## src/rtl/mdu_pkg.sv

```systemverilog
// Shared definitions for the multiply/divide unit: op codes, FSM states, latencies.
package mdu_pkg;

  localparam logic [2:0] MD_MULT  = 3'b000;
  localparam logic [2:0] MD_MULTU = 3'b001;
  localparam logic [2:0] MD_DIV   = 3'b010;
  localparam logic [2:0] MD_DIVU  = 3'b011;
  localparam logic [2:0] MD_MTHI  = 3'b100;
  localparam logic [2:0] MD_MTLO  = 3'b101;

  localparam int DIV_ITERS = 32;
  localparam int DIV_LAT   = DIV_ITERS + 1;

  typedef enum logic [1:0] {
    ST_IDLE     = 2'd0,
    ST_MUL      = 2'd1,
    ST_DIV_ITER = 2'd2,
    ST_DIV_FIX  = 2'd3
  } mdu_state_e;

  function automatic logic [31:0] neg_if(input logic neg, input logic [31:0] v);
    return neg ? (~v + 32'd1) : v;
  endfunction

endpackage

```

## src/rtl/mdu_div_core.sv

```systemverilog
// Unsigned 32/32 restoring divider, one quotient bit per step.
module mdu_div_core
  import mdu_pkg::*;
(
  input  logic        clk,
  input  logic        reset_n,
  input  logic        load,
  input  logic        step,
  input  logic [31:0] dividend,
  input  logic [31:0] divisor,
  output logic [31:0] quotient,
  output logic [31:0] remainder
);

  logic [31:0] rem_q;
  logic [31:0] quo_q;
  logic [31:0] dvsr_q;
  logic [32:0] shifted;
  logic [32:0] trial;

  // Partial remainder stays below the divisor, so bit 32 of trial is its sign.
  assign shifted = {rem_q, quo_q[31]};
  assign trial   = shifted - {1'b0, dvsr_q};

  always_ff @(posedge clk or negedge reset_n) begin
    if (!reset_n) begin
      rem_q  <= '0;
      quo_q  <= '0;
      dvsr_q <= '0;
    end else if (load) begin
      rem_q  <= '0;
      quo_q  <= dividend;
      dvsr_q <= divisor;
    end else if (step) begin
      if (!trial[32]) begin
        rem_q <= trial[31:0];
        quo_q <= {quo_q[30:0], 1'b1};
      end else begin
        rem_q <= shifted[31:0];
        quo_q <= {quo_q[30:0], 1'b0};
      end
    end
  end

  assign quotient  = quo_q;
  assign remainder = rem_q;

endmodule

```

## src/rtl/mdu.sv

```systemverilog
// Iterative multiply/divide unit holding the HI/LO registers; busy stalls MD-class instructions.
//   state       | meaning
//   ST_IDLE     | accepts start; MTHI/MTLO complete here in one cycle
//   ST_MUL      | down-counts MUL_LAT cycles, then writes the held product
//   ST_DIV_ITER | 32 restoring divide steps
//   ST_DIV_FIX  | applies signs / divide-by-zero result and writes back
module mdu
  import mdu_pkg::*;
#(
  parameter int MUL_LAT = 5
) (
  input  logic        clk,
  input  logic        reset_n,
  input  logic        start,
  input  logic [2:0]  op,
  input  logic [31:0] A,
  input  logic [31:0] B,
  output logic        busy,
  output logic        done,
  output logic [31:0] hi,
  output logic [31:0] lo
);

  localparam logic [4:0] MUL_TC_LOAD = 5'(MUL_LAT - 1);
  localparam logic [4:0] DIV_TC_LOAD = 5'(DIV_ITERS - 1);

  mdu_state_e  state_q, state_d;
  logic [4:0]  cnt_q, cnt_d;
  logic        accept, is_mul, is_div;
  logic        div_load, div_step, wb_mul, wb_div;
  logic        sgn_mul, neg_a, neg_b;
  logic [63:0] prod_d, prod_q;
  logic [31:0] dividend_q;
  logic        neg_quo_q, neg_rem_q, div_zero_q;
  logic        done_q;
  logic [31:0] hi_q, lo_q;
  logic [31:0] quo, rem;

  assign accept  = start && (state_q == ST_IDLE);
  assign is_mul  = (op == MD_MULT) || (op == MD_MULTU);
  assign is_div  = (op == MD_DIV)  || (op == MD_DIVU);
  assign sgn_mul = (op == MD_MULT);
  assign neg_a   = (op == MD_DIV) && A[31];
  assign neg_b   = (op == MD_DIV) && B[31];

  // Low 64 bits of a 64x64 product of the extended operands give the signed/unsigned result.
  assign prod_d = {{32{sgn_mul & A[31]}}, A} * {{32{sgn_mul & B[31]}}, B};

  always_ff @(posedge clk or negedge reset_n) begin
    if (!reset_n) begin
      state_q <= ST_IDLE;
      cnt_q   <= '0;
    end else begin
      state_q <= state_d;
      cnt_q   <= cnt_d;
    end
  end

  always_comb begin
    state_d  = state_q;
    cnt_d    = cnt_q;
    div_load = 1'b0;
    div_step = 1'b0;
    wb_mul   = 1'b0;
    wb_div   = 1'b0;
    case (state_q)
      ST_IDLE: begin
        if (accept && is_mul) begin
          state_d = ST_MUL;
          cnt_d   = MUL_TC_LOAD;
        end else if (accept && is_div) begin
          state_d  = ST_DIV_ITER;
          cnt_d    = DIV_TC_LOAD;
          div_load = 1'b1;
        end
      end
      ST_MUL: begin
        if (cnt_q == 5'd0) begin
          wb_mul  = 1'b1;
          state_d = ST_IDLE;
        end else begin
          cnt_d = cnt_q - 5'd1;
        end
      end
      ST_DIV_ITER: begin
        div_step = 1'b1;
        if (cnt_q == 5'd0) begin
          state_d = ST_DIV_FIX;
        end else begin
          cnt_d = cnt_q - 5'd1;
        end
      end
      ST_DIV_FIX: begin
        wb_div  = 1'b1;
        state_d = ST_IDLE;
      end
      default: state_d = ST_IDLE;
    endcase
  end

  mdu_div_core u_div (
    .clk       (clk),
    .reset_n   (reset_n),
    .load      (div_load),
    .step      (div_step),
    .dividend  (neg_if(neg_a, A)),
    .divisor   (neg_if(neg_b, B)),
    .quotient  (quo),
    .remainder (rem)
  );

  always_ff @(posedge clk or negedge reset_n) begin
    if (!reset_n) begin
      prod_q     <= '0;
      dividend_q <= '0;
      neg_quo_q  <= 1'b0;
      neg_rem_q  <= 1'b0;
      div_zero_q <= 1'b0;
      done_q     <= 1'b0;
      hi_q       <= '0;
      lo_q       <= '0;
    end else begin
      done_q <= wb_mul || wb_div;
      if (accept && is_mul) begin
        prod_q <= prod_d;
      end
      if (accept && is_div) begin
        dividend_q <= A;
        neg_quo_q  <= neg_a ^ neg_b;
        neg_rem_q  <= neg_a;
        div_zero_q <= (B == 32'd0);
      end
      if (accept && op == MD_MTHI) begin
        hi_q <= A;
      end
      if (accept && op == MD_MTLO) begin
        lo_q <= A;
      end
      if (wb_mul) begin
        hi_q <= prod_q[63:32];
        lo_q <= prod_q[31:0];
      end
      if (wb_div) begin
        if (div_zero_q) begin
          hi_q <= dividend_q;
          lo_q <= 32'hFFFF_FFFF;
        end else begin
          hi_q <= neg_if(neg_rem_q, rem);
          lo_q <= neg_if(neg_quo_q, quo);
        end
      end
    end
  end

  assign busy = (state_q != ST_IDLE);
  assign done = done_q;
  assign hi   = hi_q;
  assign lo   = lo_q;

endmodule
```

## config.mk

```make
export PLATFORM = sky130hd
export DESIGN_NAME = mdu
export DESIGN_NICKNAME = d
export VERILOG_FILES = /design/src/rtl/mdu_pkg.sv /design/src/rtl/mdu_div_core.sv /design/src/rtl/mdu.sv
export SDC_FILE = /design/constraint.sdc
export NUM_CORES = 2
export LEC_CHECK = 0
export BUFFER_PORTS_ARGS = -buffer_cell sky130_fd_sc_hd__buf_2
export CAP_MARGIN = 25
export CORE_MARGIN = 2
export CORE_UTILIZATION = 35
export CTS_BUF_LIST = sky130_fd_sc_hd__clkbuf_2
export DETAILED_ROUTE_END_ITERATION = 8
export PLACE_DENSITY = 0.6
export SYNTH_ARGS = -nofsm -noshare
export SYNTH_HDL_FRONTEND = slang
export SYNTH_HIERARCHICAL = 1
export SYNTH_SLANG_ARGS = --single-unit
export TNS_END_PERCENT = 30
```

## constraint.sdc

```tcl
create_clock -name clk -period 4.77 [get_ports clk]
set_clock_uncertainty 0.1 [all_clocks]
set_input_delay 0.954 -clock clk [delete_from_list [all_inputs] [get_ports clk]]
set_output_delay 0.954 -clock clk [all_outputs]
set_load 0.02 [all_outputs]
```

# --- Word-level counts from Yosys, hierarchy flattened ---
# Index checks and enable logic that the tools add are counted.
# Widths: inputs -> output; s select.
word_totals:
  register_bits: 267
  latchBits: 0
  mem_bits_rw: 0
  mem_bits_ro: 0
  input_bits: 70
  out_inout_bits: 66
  wordCells: 95
  mem_count: 0
classes:
  n_addsub: 6
  n_mul: 1
  div: 0
  magnitude_cmp: 0
  eq_ne: 12
  n_shift: 0
  mux: 34
  bitwise_logic: 7
  n_reduce_logical: 22
ops:
  columns: ["operator", "count"]
  rows:
  - ["$mux 32", 17]
  - ["$add 32x1->32 const B", 4]
  - ["$not 32->32", 4]
  - ["$mul 33x33->64", 1]
  - ["$sub 33x32->33", 1]
  - ["$logic_not 32->1", 1]
  - ["$mux 5", 3]
  - ["$pmux 5 s2", 1]
  - ["$mux 1", 8]
  - ["$mux 2", 4]
  - ["$pmux 2 s4", 1]
  - ["$logic_and 1x1->1", 7]
  - ["$eq 3x2->1 const B", 2]
  - ["$eq 3x3->1 const B", 2]
  - ["$ne 2x2->1 const B", 3]
  - ["$reduce_and 3->1", 2]
  - ["$reduce_bool 2->1", 3]
  - ["$reduce_bool 3->1", 2]
  - ["$logic_not 5->1", 1]
  - ["$sub 5x1->5 const B", 1]
  - ["$eq 2x2->1 const B", 2]
  - ["$eq 3x1->1 const B", 1]
  - ["$logic_not 3->1", 1]
  - ["$logic_or 1x1->1", 3]
  - ["other kinds (6)", 7]

# --- Depth between registers and ports, before layout ---
logic_depth:
  word_depth: 7
  depth_mapped: 30
  mapped_depth_nobuf: 28

# --- Modules after synthesis ---
# The synthesis kept the hierarchy.
modules_own_cells:
  columns: ["mod", "n_inst", "cells_each", "area_each_um2", "seq_area_each_um2"]
  rows:
  - ["mdu", 1, 5511, 48301.3, 4279.1]
  - ["mdu_div_core", 1, 734, 6258.5, 2402.3]

# --- Worst setup path before layout ---
# OpenSTA, ideal clock, no wires.
synth_path:
  path_kind: "in2reg"
  from: "in op[2]"
  to: "reg prod_q[59]"
  setup_time_ns: 0.126
  t_arrival_ns: 8.714
  required_ns: 4.544
  path_slack_ns: -4.170
  cell_stages: 26
  n_path_buf: 1
  path_cell_list: "nor3_1 and2_1 clkbuf_1 nand2_1 inv_1 fa_1 fa_1 fa_1 inv_1 fa_1 inv_1 fa_1 fa_1 inv_1 fa_1 fa_1 inv_1 ha_1 and3_1 and4_1 nor2b_1 nand3_1 o21ai_0 nor3b_1 o21ai_0 a221o_1"
synth_between:
  elab_chain_len: 3
  elab_cells_between_ends: 7
  classes_between: "1 x mul; 1 x eq/ne; 2 x bitwise; 3 x reduce/logical"
synth_lines:
  columns: ["element", "line_no", "rtl"]
  rows:
  - ["start: declaration", "mdu.sv:15", "input logic [2:0] op,"]
  - ["$logic_not 3->1 or $eq 3x1->1 (tied branches)", "mdu.sv:40, mdu.sv:42", null]
  - ["$and 1x1->1 or $logic_or 1x1->1 (tied branches)", "mdu.sv:47, mdu.sv:40", null]
  - ["$mul 33x33->64 or $logic_and 1x1->1 (tied branches)", "mdu.sv:47, mdu.sv:124", null]
  - ["end signal: assignment", "mdu.sv:125", "prod_q <= prod_d;"]
  - ["end: declaration", "mdu.sv:32", "logic [63:0] prod_d, prod_q;"]
# Parallel ways exist; a longest one is shown, timed or not.
# A chain may end at the register's enable or synchronous reset.

# --- Worst setup path after layout ---
layout_path:
  from: "in op[1]"
  to: "reg prod_q[52]"
# Same word-level chain as after synthesis.

==> summary.txt <==
Critical path
  – Critical path's top delay family: adder cells
  – Worst Path Buf+Inv: 12
  – WS Path Type: in -> reg
  – Max incr delay on CP: 560 ps
  – WP data required: 5520 ps
  – Depth of the worst register-to-register path: 9
  – CP startpoint kind: input port
  – Worst path arrival time: between 8000 and 9000 ps
  – Maximum fanout along the worst path: 6
  – Critical Path Sink Type: register
  – R2R Setup Slk: 900 ps
  – Critical-path top delay cell: fa_1
  – R2r startpoint: u_div/remainder[10]$_DFFE_PN0P_
  – Worst path depth: 32
  – CP dominant cell by count: fa_1
  – FF-to-FF End: hi[26]$_DFFE_PN0P_

Synthesis
  – Syn Nets: 7695
  – Cells after Synth: about 6200
  – Most frequent cells after synthesis: nand2_1, inv_1, fa_1, clkbuf_1, and2_1
  – Yosys Warn Count: 6
  – #FFs+latches synth: 267
  – Asr flop ratio synth: 100.0%
  – Number of synthesized flops with an enable pin: 0
  – Post-synth top area share: 41.32%
  – Most common cell in the netlist: nand2_1
  – Avg Inst Size Synth: 8.737 um2
  – Mapped cell area: 54560 um2
  – Cell taking the most area after synthesis: fa_1
  – Main synth FF type: dfrtp_1
  – Synth top area cells: fa_1, dfrtp_1, nand2_1, inv_1, ha_1
  – Register area share after synthesis: 12.25%
  – Synth cell types: 86

Clock network
  – H-tree depth: 3
  – CTS Buf Count: ~70
  – Clock Sink Count: about 270
  – CTS tree: done
  – Skew-Pair Late Insertion Delay: 990 ps
  – Max Buffers Root-to-Sink: 3
  – Clk slew on worst S/H paths: approximately 110 ps
  – Root buffer cell: clkbuf_2

Floorplan
  – Placeable core region: 154400 um2
  – Starting Density: 35.33%
  – Die Area: roughly 160000 um2
  – Chip Height: 398.8 um
  – Top Ports: 136
  – Die X: 398.8 um
  – # rows: 144

Global route
  – Met2 usage: 37.74%
  – GR Overflow Total: 0
  – First-pass GRT wire length: 279900 um
  – Routing usage on met1: 30.62%
  – Largest net degree at the start of global routing: approximately 120
  – Met3 Resource Use GR: ~2.5%
  – Total GRT Usage: a little under a quarter
  – Initial antenna violation count: 10
  – Grt peak-use layer: met2
  – Vias in the first global route: 47628

Timing
  – Shortest period the worst path allows: between 7000 and 8000 ps
  – Setup WS post-layout: -2639 ps
  – Relative slew slack: around a third
  – Max Clock Freq: 135.0 MHz
  – Unrepaired setup endpoints after global routing: true
  – Fin. max-slew vios: 0
  – Tightest Pin Transition: 1005 ps
  – Final setup violation count: 55
  – Hold WS: 269.8 ps
  – Final hold violations: 0
  – Fin crit share: 155.3%

Hold path
  – Origin of the worst min-delay path: op[0]
  – Hold Crit Depth: 3
  – Hold endpoint: neg_quo_q$_DFFE_PN0P_
  – Min-delay worst type: in -> reg

Place
  – GPL Wtd Cong: 0.9315
  – PortBufs: between 100 and 150
  – Dpl ws: -3956 ps
  – Final HPWL DP: 148400 um

Drt
  – Via count: 44497
  – Pre-Repair DR Iteration Count: 6
  – Drt initial violations: ~3300
  – DRC viols: 0
  – Routed Antenna Nets: 0
  – WL/cell: 20.33 um
  – Final wirelength: ~180000 um
  – Via density per instance: 5.069

Final layout
  – Fillers: 15415
  – Layout cells sized above 1: 16.48%
  – Nets: 8130
  – Syn-to-layout area delta: 16.77%

Status
  – Status: finished with violations
  – Failing checks: setup timing

Flow run
  – Max-cap violations: 0
-- layer usage --
| layer | routed length [um] | vias up |
|---|---|---|
| met5 | 0 | - |
| met4 | 7560 | 0 |
| met3 | 10970 | 314 |
| met2 | 84810 | 1469 |
| met1 | 75160 | 22807 |
| li1 | - | 19907 |
-- flip-flops by register name, summed over array words and instances, names as in the netlist, 2 cells and up --
| register | flops |
|---|---|
| hi | 32 |
| cnt_q | 5 |
| u_div/remainder | 32 |
| dividend_q | 32 |
| lo | 32 |
| prod_q | 64 |
| u_div/quotient | 32 |
| state_q | 2 |
| u_div/dvsr_q | 32 |
-- stage by stage --
stage                     util [%]  std cells  area [um2]  setup TNS (ps)
after global routing         41.25       8773       63700         -117360
after detailed placement     40.05       8626       61850         -181100
final                        41.26       8778       63710         -107420
after floorplan                  -       6245       55100         -136420
after CTS                    40.97       8753       63260         -104510
after global placement       40.05       8626       61850         -179520
-- cells in the final DEF, fill, tap and decap left out, drive strengths merged, types with 13 or more instances in the layout --
cell type / count
o22ai: 17
nand2: 1226
mux2i: 40
o31ai: 36
a21o: 65
o41ai: 21
buf: 759
clkbuf: 100
inv: 1196
a211oi: 13
and3: 29
xor2: 88
nand3: 35
a311oi: 26
or3: 13
nand4: 26
nor3: 33
nor4: 13
and2: 305
a31oi: 18
fa: 1126
nand2b: 13
o21ai: 237
or4: 22
a21oi: 225
nor2b: 15
xnor2: 129
dfrtp: 267
ha: 254
clkinv: 15
o21bai: 14
o211ai: 14
nor2: 184
a221oi: 54
-- tightest hold or removal path, delay by kind of cell --
family          cells  cell delay (ps)
compound gates      1               80
buf+inv             2              270
-- what timing repair did --
action	4_1_cts	5_1_grt
resized for setup	171	68
hold buffers	1	0
gates cloned	0	1
pin swaps	65	68
endpoints found under the hold margin	57	0
setup endpoints to repair	56	56
buffers inserted	9	13
-- cell families after synthesis --
kind of cell             after synthesis  share of synthesized area, %
AO/OA/AOI/OAI                        797                         9.389
XOR/XNOR                             217                         3.511
adder cells (fa/ha/maj)             1380                         47.14
buffers and inverters               1596                         11.05
flip-flops                           267                         12.25
multiplexers                          43                        0.7958
AND/OR/NAND/NOR                     1945                         15.87
-- area by class of cell --
type	instances	area, um2	share of cell area [%]
flip-flops and latches	267	6681	10.49
diodes	10	25.02	0.03928
clock inverters	20	122.6	0.1925
inverters	1195	4504	7.070
clock buffers	97	485.5	0.7620
well taps	2044	2557	4.014
multi-input cells	4382	42920	67.37
repair buffers	763	6412	10.07
-- how the worst max path moves through the flow --
stage / from / to / slack (ps)
2_1_floorplan: op[0] / prod_q[59]$_DFFE_PN0P_ / -3250
3_3_place_gp: op[0] / prod_q[54]$_DFFE_PN0P_ / -3850
3_5_place_dp: op[0] / prod_q[54]$_DFFE_PN0P_ / -3960
4_1_cts: op[2] / prod_q[58]$_DFFE_PN0P_ / -2650
5_1_grt: op[1] / prod_q[52]$_DFFE_PN0P_ / -2790
6_report: op[1] / prod_q[52]$_DFFE_PN0P_ / -2640
Power is not shown: default switching activity piles up to over one toggle a cycle in this logic, so the estimate is an artifact.
